[config.mk]
export PLATFORM = sky130hd
export DESIGN_NAME = trace_fabric_h2t_channel_adap
export DESIGN_NICKNAME = d
export VERILOG_FILES = /design/src/rtl/trace_fabric_h2t_channel_adap.sv
export SDC_FILE = /design/constraint.sdc
export NUM_CORES = 1
export LEC_CHECK = 0
export ABC_CLOCK_PERIOD_IN_PS = 4000
export CORE_MARGIN = 4
export CORE_UTILIZATION = 35
export CTS_BUF_LIST = sky130_fd_sc_hd__clkbuf_8 sky130_fd_sc_hd__clkbuf_16
export CTS_CLUSTER_SIZE = 25
export DETAILED_ROUTE_END_ITERATION = 8
export DONT_BUFFER_PORTS = 1
export GPL_TIMING_DRIVEN = 1
export SYNTH_ARGS = -nofsm -noshare
export SYNTH_HDL_FRONTEND = slang
export SYNTH_SLANG_ARGS = --single-unit
[constraint.sdc]
create_clock -name clk -period 4 [get_ports clk]
set_input_delay 0.6 -clock clk [delete_from_list [all_inputs] [get_ports clk]]
set_output_delay 0.6 -clock clk [all_outputs]
set_load 0.01 [all_outputs]
[src/rtl/trace_fabric_h2t_channel_adap.sv]
// Host-to-trace Avalon-ST channel adapter: narrows the channel field,
// discards packets on out-of-range channels, registered skid-buffered output.
module trace_fabric_h2t_channel_adap #(
  parameter int DATA_W        = 8,
  parameter int IN_CHANNEL_W  = 8,
  parameter int OUT_CHANNEL_W = 2,
  parameter int MAX_CHANNEL   = 3,
  parameter int CNT_W         = 16
) (
  input  logic                     clk,
  input  logic                     reset,
  output logic                     in_ready,
  input  logic                     in_valid,
  input  logic [DATA_W-1:0]        in_data,
  input  logic [IN_CHANNEL_W-1:0]  in_channel,
  input  logic                     in_startofpacket,
  input  logic                     in_endofpacket,
  input  logic                     out_ready,
  output logic                     out_valid,
  output logic [DATA_W-1:0]        out_data,
  output logic [OUT_CHANNEL_W-1:0] out_channel,
  output logic                     out_startofpacket,
  output logic                     out_endofpacket,
  output logic [CNT_W-1:0]         drop_count
);

  typedef enum logic [1:0] {
    IDLE = 2'd0,
    PASS = 2'd1,
    DROP = 2'd2
  } state_t;

  localparam logic [IN_CHANNEL_W-1:0] MAX_CH =
    IN_CHANNEL_W'(MAX_CHANNEL);

  state_t                   state_q, state_d;
  logic                     in_ready_q, in_ready_d;
  logic                     out_valid_q, out_valid_d;
  logic [DATA_W-1:0]        out_data_q, out_data_d;
  logic [OUT_CHANNEL_W-1:0] out_chan_q, out_chan_d;
  logic                     out_sop_q, out_sop_d;
  logic                     out_eop_q, out_eop_d;
  logic                     skd_valid_q, skd_valid_d;
  logic [DATA_W-1:0]        skd_data_q, skd_data_d;
  logic [OUT_CHANNEL_W-1:0] skd_chan_q, skd_chan_d;
  logic                     skd_sop_q, skd_sop_d;
  logic                     skd_eop_q, skd_eop_d;
  logic [CNT_W-1:0]         drop_cnt_q, drop_cnt_d;

  logic                     acc;
  logic                     legal;
  logic                     fwd;
  logic                     drop_start;
  logic                     out_free;
  logic [OUT_CHANNEL_W-1:0] in_chan_lo;

  assign in_chan_lo = in_channel[OUT_CHANNEL_W-1:0];

  // Packet framing: only the first beat's full-width channel decides.
  always_comb begin
    acc        = in_valid && in_ready_q;
    legal      = (in_channel <= MAX_CH);
    fwd        = 1'b0;
    drop_start = 1'b0;
    state_d    = state_q;
    if (acc) begin
      unique case (state_q)
        IDLE: begin
          if (legal) begin
            fwd = 1'b1;
            if (!in_endofpacket) state_d = PASS;
          end else begin
            drop_start = 1'b1;
            if (!in_endofpacket) state_d = DROP;
          end
        end
        PASS: begin
          fwd = 1'b1;
          if (in_endofpacket) state_d = IDLE;
        end
        DROP: begin
          if (in_endofpacket) state_d = IDLE;
        end
        default: state_d = IDLE;
      endcase
    end
  end

  // Output register plus one-entry skid; skid always drains first.
  always_comb begin
    out_valid_d = out_valid_q;
    out_data_d  = out_data_q;
    out_chan_d  = out_chan_q;
    out_sop_d   = out_sop_q;
    out_eop_d   = out_eop_q;
    skd_valid_d = skd_valid_q;
    skd_data_d  = skd_data_q;
    skd_chan_d  = skd_chan_q;
    skd_sop_d   = skd_sop_q;
    skd_eop_d   = skd_eop_q;
    out_free    = !out_valid_q || out_ready;
    if (out_free) begin
      if (skd_valid_q) begin
        out_valid_d = 1'b1;
        out_data_d  = skd_data_q;
        out_chan_d  = skd_chan_q;
        out_sop_d   = skd_sop_q;
        out_eop_d   = skd_eop_q;
        skd_valid_d = fwd;
        if (fwd) begin
          skd_data_d = in_data;
          skd_chan_d = in_chan_lo;
          skd_sop_d  = in_startofpacket;
          skd_eop_d  = in_endofpacket;
        end
      end else if (fwd) begin
        out_valid_d = 1'b1;
        out_data_d  = in_data;
        out_chan_d  = in_chan_lo;
        out_sop_d   = in_startofpacket;
        out_eop_d   = in_endofpacket;
      end else begin
        out_valid_d = 1'b0;
      end
    end else if (fwd) begin
      skd_valid_d = 1'b1;
      skd_data_d  = in_data;
      skd_chan_d  = in_chan_lo;
      skd_sop_d   = in_startofpacket;
      skd_eop_d   = in_endofpacket;
    end
    in_ready_d = !skd_valid_d;
  end

  always_comb begin
    drop_cnt_d = drop_cnt_q;
    if (drop_start && (drop_cnt_q != {CNT_W{1'b1}})) begin
      drop_cnt_d = drop_cnt_q + 1'b1;
    end
  end

  always_ff @(posedge clk) begin
    if (reset) begin
      state_q     <= IDLE;
      in_ready_q  <= 1'b0;
      out_valid_q <= 1'b0;
      out_data_q  <= '0;
      out_chan_q  <= '0;
      out_sop_q   <= 1'b0;
      out_eop_q   <= 1'b0;
      skd_valid_q <= 1'b0;
      skd_data_q  <= '0;
      skd_chan_q  <= '0;
      skd_sop_q   <= 1'b0;
      skd_eop_q   <= 1'b0;
      drop_cnt_q  <= '0;
    end else begin
      state_q     <= state_d;
      in_ready_q  <= in_ready_d;
      out_valid_q <= out_valid_d;
      out_data_q  <= out_data_d;
      out_chan_q  <= out_chan_d;
      out_sop_q   <= out_sop_d;
      out_eop_q   <= out_eop_d;
      skd_valid_q <= skd_valid_d;
      skd_data_q  <= skd_data_d;
      skd_chan_q  <= skd_chan_d;
      skd_sop_q   <= skd_sop_d;
      skd_eop_q   <= skd_eop_d;
      drop_cnt_q  <= drop_cnt_d;
    end
  end

  assign in_ready          = in_ready_q;
  assign out_valid         = out_valid_q;
  assign out_data          = out_data_q;
  assign out_channel       = out_chan_q;
  assign out_startofpacket = out_sop_q;
  assign out_endofpacket   = out_eop_q;
  assign drop_count        = drop_cnt_q;

endmodule
# --- Yosys cells after proc, flatten, opt, wreduce, memory -nomap -nowiden ---
# Cells that the tools add are included.
# Widths: inputs -> output; s select.
totals:
  ff_bits: 45
  in_bits: 22
  output_inout_bits: 30
  elab_cells: 67
classes:
  addsub: 1
  n_lt_le_gt_ge: 1
  eq_ne: 6
  n_mux: 36
  reduce_logical: 10
ops:
  columns: ["operator", "count"]
  rows:
  - ["$mux 8", 5]
  - ["$mux 1", 20]
  - ["$mux 2", 9]
  - ["$add 16x1->16 const B", 1]
  - ["$ne 16x16->1 const B", 1]
  - ["$le 8x2->1 const B", 1]
  - ["$ne 2x2->1 const B", 2]
  - ["$pmux 2 s2", 1]
  - ["$reduce_and 3->1", 1]
  - ["$eq 2x1->1 const B", 1]
  - ["$eq 2x2->1 const B", 1]
  - ["$logic_and 1x1->1", 2]
  - ["$logic_not 1->1", 2]
  - ["$logic_not 2->1", 1]
  - ["$ne 2x1->1 const B", 1]
  - ["$pmux 1 s2", 1]
  - ["$reduce_and 2->1", 1]
  - ["$reduce_bool 2->1", 1]
  - ["$reduce_or 2->1", 1]
  - ["$logic_or 1x1->1", 1]

# --- Longest topological paths before layout ---
depth:
  word_depth: 7
  mapped_depth: 8
  ltp_nobuf: 6

# --- Worst setup path after synthesis ---
# OpenSTA, ideal clock, no wires.
synth_path:
  path_type: "input-to-reg"
  from: "input in_channel[3]"
  to: "register skd_chan_q[0]"
  setup_ns: 0.072
  arrival_ns: 1.814
  required_ns: 3.928
  setup_slack_ns: 2.114
  stages: 6
  n_path_buf: 2
  path_cell_list: "nor4_4 -> a31o_2 -> o211a_1 -> buf_2 -> buf_4 -> mux2i_1"
synth_between:
  elab_chain_cells: 7
synth_lines:
  columns: ["element", "line", "text"]
  rows:
  - ["start, declared", "15", "input logic [IN_CHANNEL_W-1:0] in_channel,"]
  - ["$le 8x2->1 *", "62", "legal = (in_channel <= MAX_CH);"]
  - ["$mux 1 *", "69", "if (legal) begin"]
  - ["$pmux 1 s2 *", "67", "unique case (state_q)"]
  - ["$mux 1 *", "66", "if (acc) begin"]
  - ["$mux 2 *", null, null]
  - ["$mux 2", null, null]
  - ["$mux 2 *", null, null]
  - ["end signal, assigned", "167", "skd_chan_q <= skd_chan_d;"]
  - ["end, declared", "45", "logic [OUT_CHANNEL_W-1:0] skd_chan_q, skd_chan_d;"]
# Every way passes the cells marked *; elsewhere a longest branch is shown, timed or not. The select of a mux whose other input is x is not followed.
# A chain may end at the register's enable or synchronous reset.

# --- Final worst setup path ---
layout_path:
  from: "register skd_valid_q"
  to: "register out_data_q[6], in the netlist out_data[6]"
layout_between:
  elab_chain_cells: 2
  elab_cells_between_ends: 3
  cone_classes: "mux (1); reduce/logical (2)"
layout_lines:
  columns: ["element", "line", "text"]
  rows:
  - ["start, declared", "43", "logic skd_valid_q, skd_valid_d;"]
  - ["start signal, assigned", "165", "skd_valid_q <= skd_valid_d;"]
  - ["$reduce_bool 2->1 (no line)", null, null]
  - ["$reduce_and 2->1 (no line)", null, null]
  - ["end signal, assigned", "161", "out_data_q <= out_data_d;"]
  - ["end, declared", "39", "logic [DATA_W-1:0] out_data_q, out_data_d;"]
# Several ways; a longest one is shown, not always the timed one.

==> results.json <==
{
  "port-buffer-count": 0,
  "die-height_um": 87.8,
  "drv_slew": 0,
  "timing_hold_violations_final": 0,
  "track_usage_pct": 13.2,
  "clock_tree.htree_level_count": 2,
  "max-cap-violations": 0,
  "initial_antenna_violation_count": 0,
  "setup_repair_after_global_routing_missed_its_margin": "no",
  "leading_cell_types_in_the_layout_fill_and_taps_excluded": "sky130_fd_sc_hd__dfxtp_1 (45), sky130_fd_sc_hd__nand2_1 (29), sky130_fd_sc_hd__mux2i_1 (25), sky130_fd_sc_hd__a21oi_1 (23), sky130_fd_sc_hd__a211oi_1 (14)",
  "synthDistinctLibCells": 40,
  "io-pin-count": 52,
  "synth.yosys.seq_area_share_pct": 40.4,
  "cp-startpoint": "skd_valid_q",
  "initial_cell_density_of_the_core_pct": 36.8,
  "via_per_inst": 5.66,
  "synth_fp_nets": 275,
  "num-nets-final": 263,
  "max_slew.worst_pin.slew_ns": 0.804,
  "synthCells": 250,
  "layout.cells.most_common": "sky130_fd_sc_hd__dfxtp_1",
  "cts_tree": "done",
  "max_freq_ghz": 0.478,
  "drt_first_pass_iters": 4,
  "hold_path.class": "in2reg",
  "gpl.final_weighted_congestion": 0.785,
  "diodes": 0,
  "flow.area_growth_from_synthesis_pct": 5.11,
  "netlist_top_cells_area": "sky130_fd_sc_hd__dfxtp_1 (40%), sky130_fd_sc_hd__mux2i_1 (11%), sky130_fd_sc_hd__a21oi_1 (5.2%), sky130_fd_sc_hd__nand2_1 (4.9%), sky130_fd_sc_hd__a211oi_1 (4.7%)",
  "crit_path_end": "out_data[6]",
  "met2_usage_pct": 20.3,
  "vdd_drop_max_mv": 0.149,
  "synth_flop_cell": "sky130_fd_sc_hd__dfxtp_1",
  "total_cts_buffers": 5,
  "cp-start-kind": "flop",
  "synth.largest_area_cell": "sky130_fd_sc_hd__dfxtp_1",
  "worst_r2r_path_depth": 5,
  "synth.top_cell.area_share_pct": 40.4,
  "post_cts_hold_buffers": 0,
  "fp.coreArea_mm2": 0.00606,
  "detailedRoute.firstIterationViolations": 131,
  "timing.max_slew.rel_slack_pct": 46.2,
  "postCtsSetupBuffers": 0,
  "final_core_util_pct": 38.7,
  "grt.overflow.total": 0,
  "fp.dieArea_mm2": 0.00771,
  "clock_sink_count": 45,
  "routedWlPerCell_um": 16.0,
  "syn_area_mm2": 0.00223,
  "clock_path_buffers": 2,
  "ys_ff_latch": 45,
  "worstSkewPairLatency_ns": 0.30,
  "dp.final_hpwl_mm": 3.47,
  "fin_ws_ns": 1.91,
  "synth-async-reset-ratio_pct": 0,
  "totalNegativeSetupSlack_ns": 0,
  "critPathKind": "reg2reg",
  "vias": 1777,
  "pwr_density_cell_mw_per_mm2": 358,
  "cts-root-buf": "sky130_fd_sc_hd__clkbuf_8",
  "grt_busiest_layer": "met2",
  "r2r_end": "out_data[6]",
  "route.detailed.drc": 0,
  "cts_repair_resize_count": 0,
  "num_rows": 28,
  "setup-violations-final": 0,
  "required_time_of_the_worst_setup_path_ns": 4.16,
  "timing.final.crit_share_pct": 52.3,
  "synth-warning-count": 0,
  "r2r_setup_slack_ns": 1.91,
  "maximum_number_of_pins_on_one_net_before_global_route_repair": 41,
  "status": "complete, no violations",
  "postSynthAreaPerCell_um2": 8.92,
  "postRouteWirelength_mm": 5.02,
  "timing.critical_path.arrival_ns": 2.25,
  "global_route_wire_length_before_repair_mm": 7.91,
  "clock_skew_ns": 0.0120,
  "crit_fanout": 18,
  "die_w_um": 87.8,
  "synth_enable_flop_cells": 0,
  "cellLeakagePower_nw": 0.750,
  "launch_instance_of_the_worst_register_to_register_path": "skd_valid_q",
  "grt_use_met1_pct": 16.8,
  "final_antenna_net_count": 0,
  "cts.clk_slew.worst_paths_ns": 0.09,
  "place_ws_ns": 1.67,
  "endpoint_kind": "flop",
  "grt_pass1_vias": 1595,
  "layout_min_cycle_time_ns": 2.09,
  "grt.met3_usage_pct": 4.33,
  "layout-drive-gt1-share_pct": 5.44
}
-- cells by family after synthesis --
family          after synthesis  share of synthesized area (%)
compound gates               55                           16.2
flops                        45                           40.4
simple gates                 89                           21.3
buf+inv                      26                           5.61
mux                          32                           14.8
fa+ha+maj                     3                           1.68
-- worst max-delay path, cell delays in order, from the launching register on --
cell,delay [ns]
sky130_fd_sc_hd__dfxtp_1,0.32
sky130_fd_sc_hd__buf_4,0.27
sky130_fd_sc_hd__a21oi_1,0.07
sky130_fd_sc_hd__nor2_1,0.62
sky130_fd_sc_hd__and2_1,0.52
sky130_fd_sc_hd__a211oi_1,0.14
-- Yosys cell counts (all sizes together), types with 3 or more instances --
| cell type | n |
|---|---|
| mux2i | 25 |
| o31ai | 5 |
| ha | 3 |
| and4 | 4 |
| inv | 5 |
| nor2b | 8 |
| clkbuf | 9 |
| nor2 | 12 |
| dfxtp | 45 |
| mux2 | 7 |
| nand2 | 29 |
| nand3 | 8 |
| a211oi | 14 |
| buf | 11 |
| nor4 | 9 |
| nand4 | 4 |
| and2 | 3 |
| or4 | 4 |
| a21oi | 23 |
-- flip-flops by register name (all words and copies together), names as in the netlist --
name	flops
out_startofpacket	1
skd_valid_q	1
drop_count	16
out_valid	1
skd_chan_q	2
out_channel	2
skd_sop_q	1
in_ready	1
skd_eop_q	1
out_data	8
out_endofpacket	1
skd_data_q	8
state_q	2
-- power by group --
part	switching, mW	leakage [nW]	internal, mW	total [mW]
Combinational	0.0222	0.333	0.0115	0.0337
Sequential	0.00395	0.363	0.450	0.454
Clock	0.163	0.0543	0.187	0.350
-- stage by stage --
step                      std cells  power (mW)  hold WS (ns)  cell area (um^2)
after floorplan                 250       0.498         0.434              2230
after global placement          306       0.498         0.442              2230
after detailed placement        306       0.499         0.449              2230
after CTS                       314       0.854         0.340              2340
after global routing            314       0.878         0.338              2340
final                           314       0.838         0.356              2340
-- layer usage --
layer	share of wire, %	wire (um)	vias up
li1	-	-	894
met1	46	2300	838
met2	46	2320	38
met3	6.6	332	7
met4	1.5	73	0
met5	0	0	-
-- worst min-delay path by stage --
stage | from | end | slack (ns) | depth (start not counted)
3_5_place_dp | skd_data_q[6] | skd_data_q[6] | 0.45 | 2
3_3_place_gp | skd_chan_q[0] | skd_chan_q[0] | 0.44 | 2
5_1_grt | reset | drop_count[0] | 0.34 | 1
2_1_floorplan | skd_chan_q[0] | skd_chan_q[0] | 0.43 | 2
6_report | reset | drop_count[0] | 0.36 | 1
4_1_cts | reset | drop_count[0] | 0.34 | 1
-- area by class of cell --
class / count / area (um^2)
fill: 615 / 3720
tap: 75 / 93.8
sequential: 45 / 901
inverter: 6 / 22.5
timing repair buffer: 1 / 7.51
clock buffer: 5 / 68.8
multi-input combinational: 179 / 1200
clock inverter: 3 / 46.3
Power figures use the tool's default switching activity.
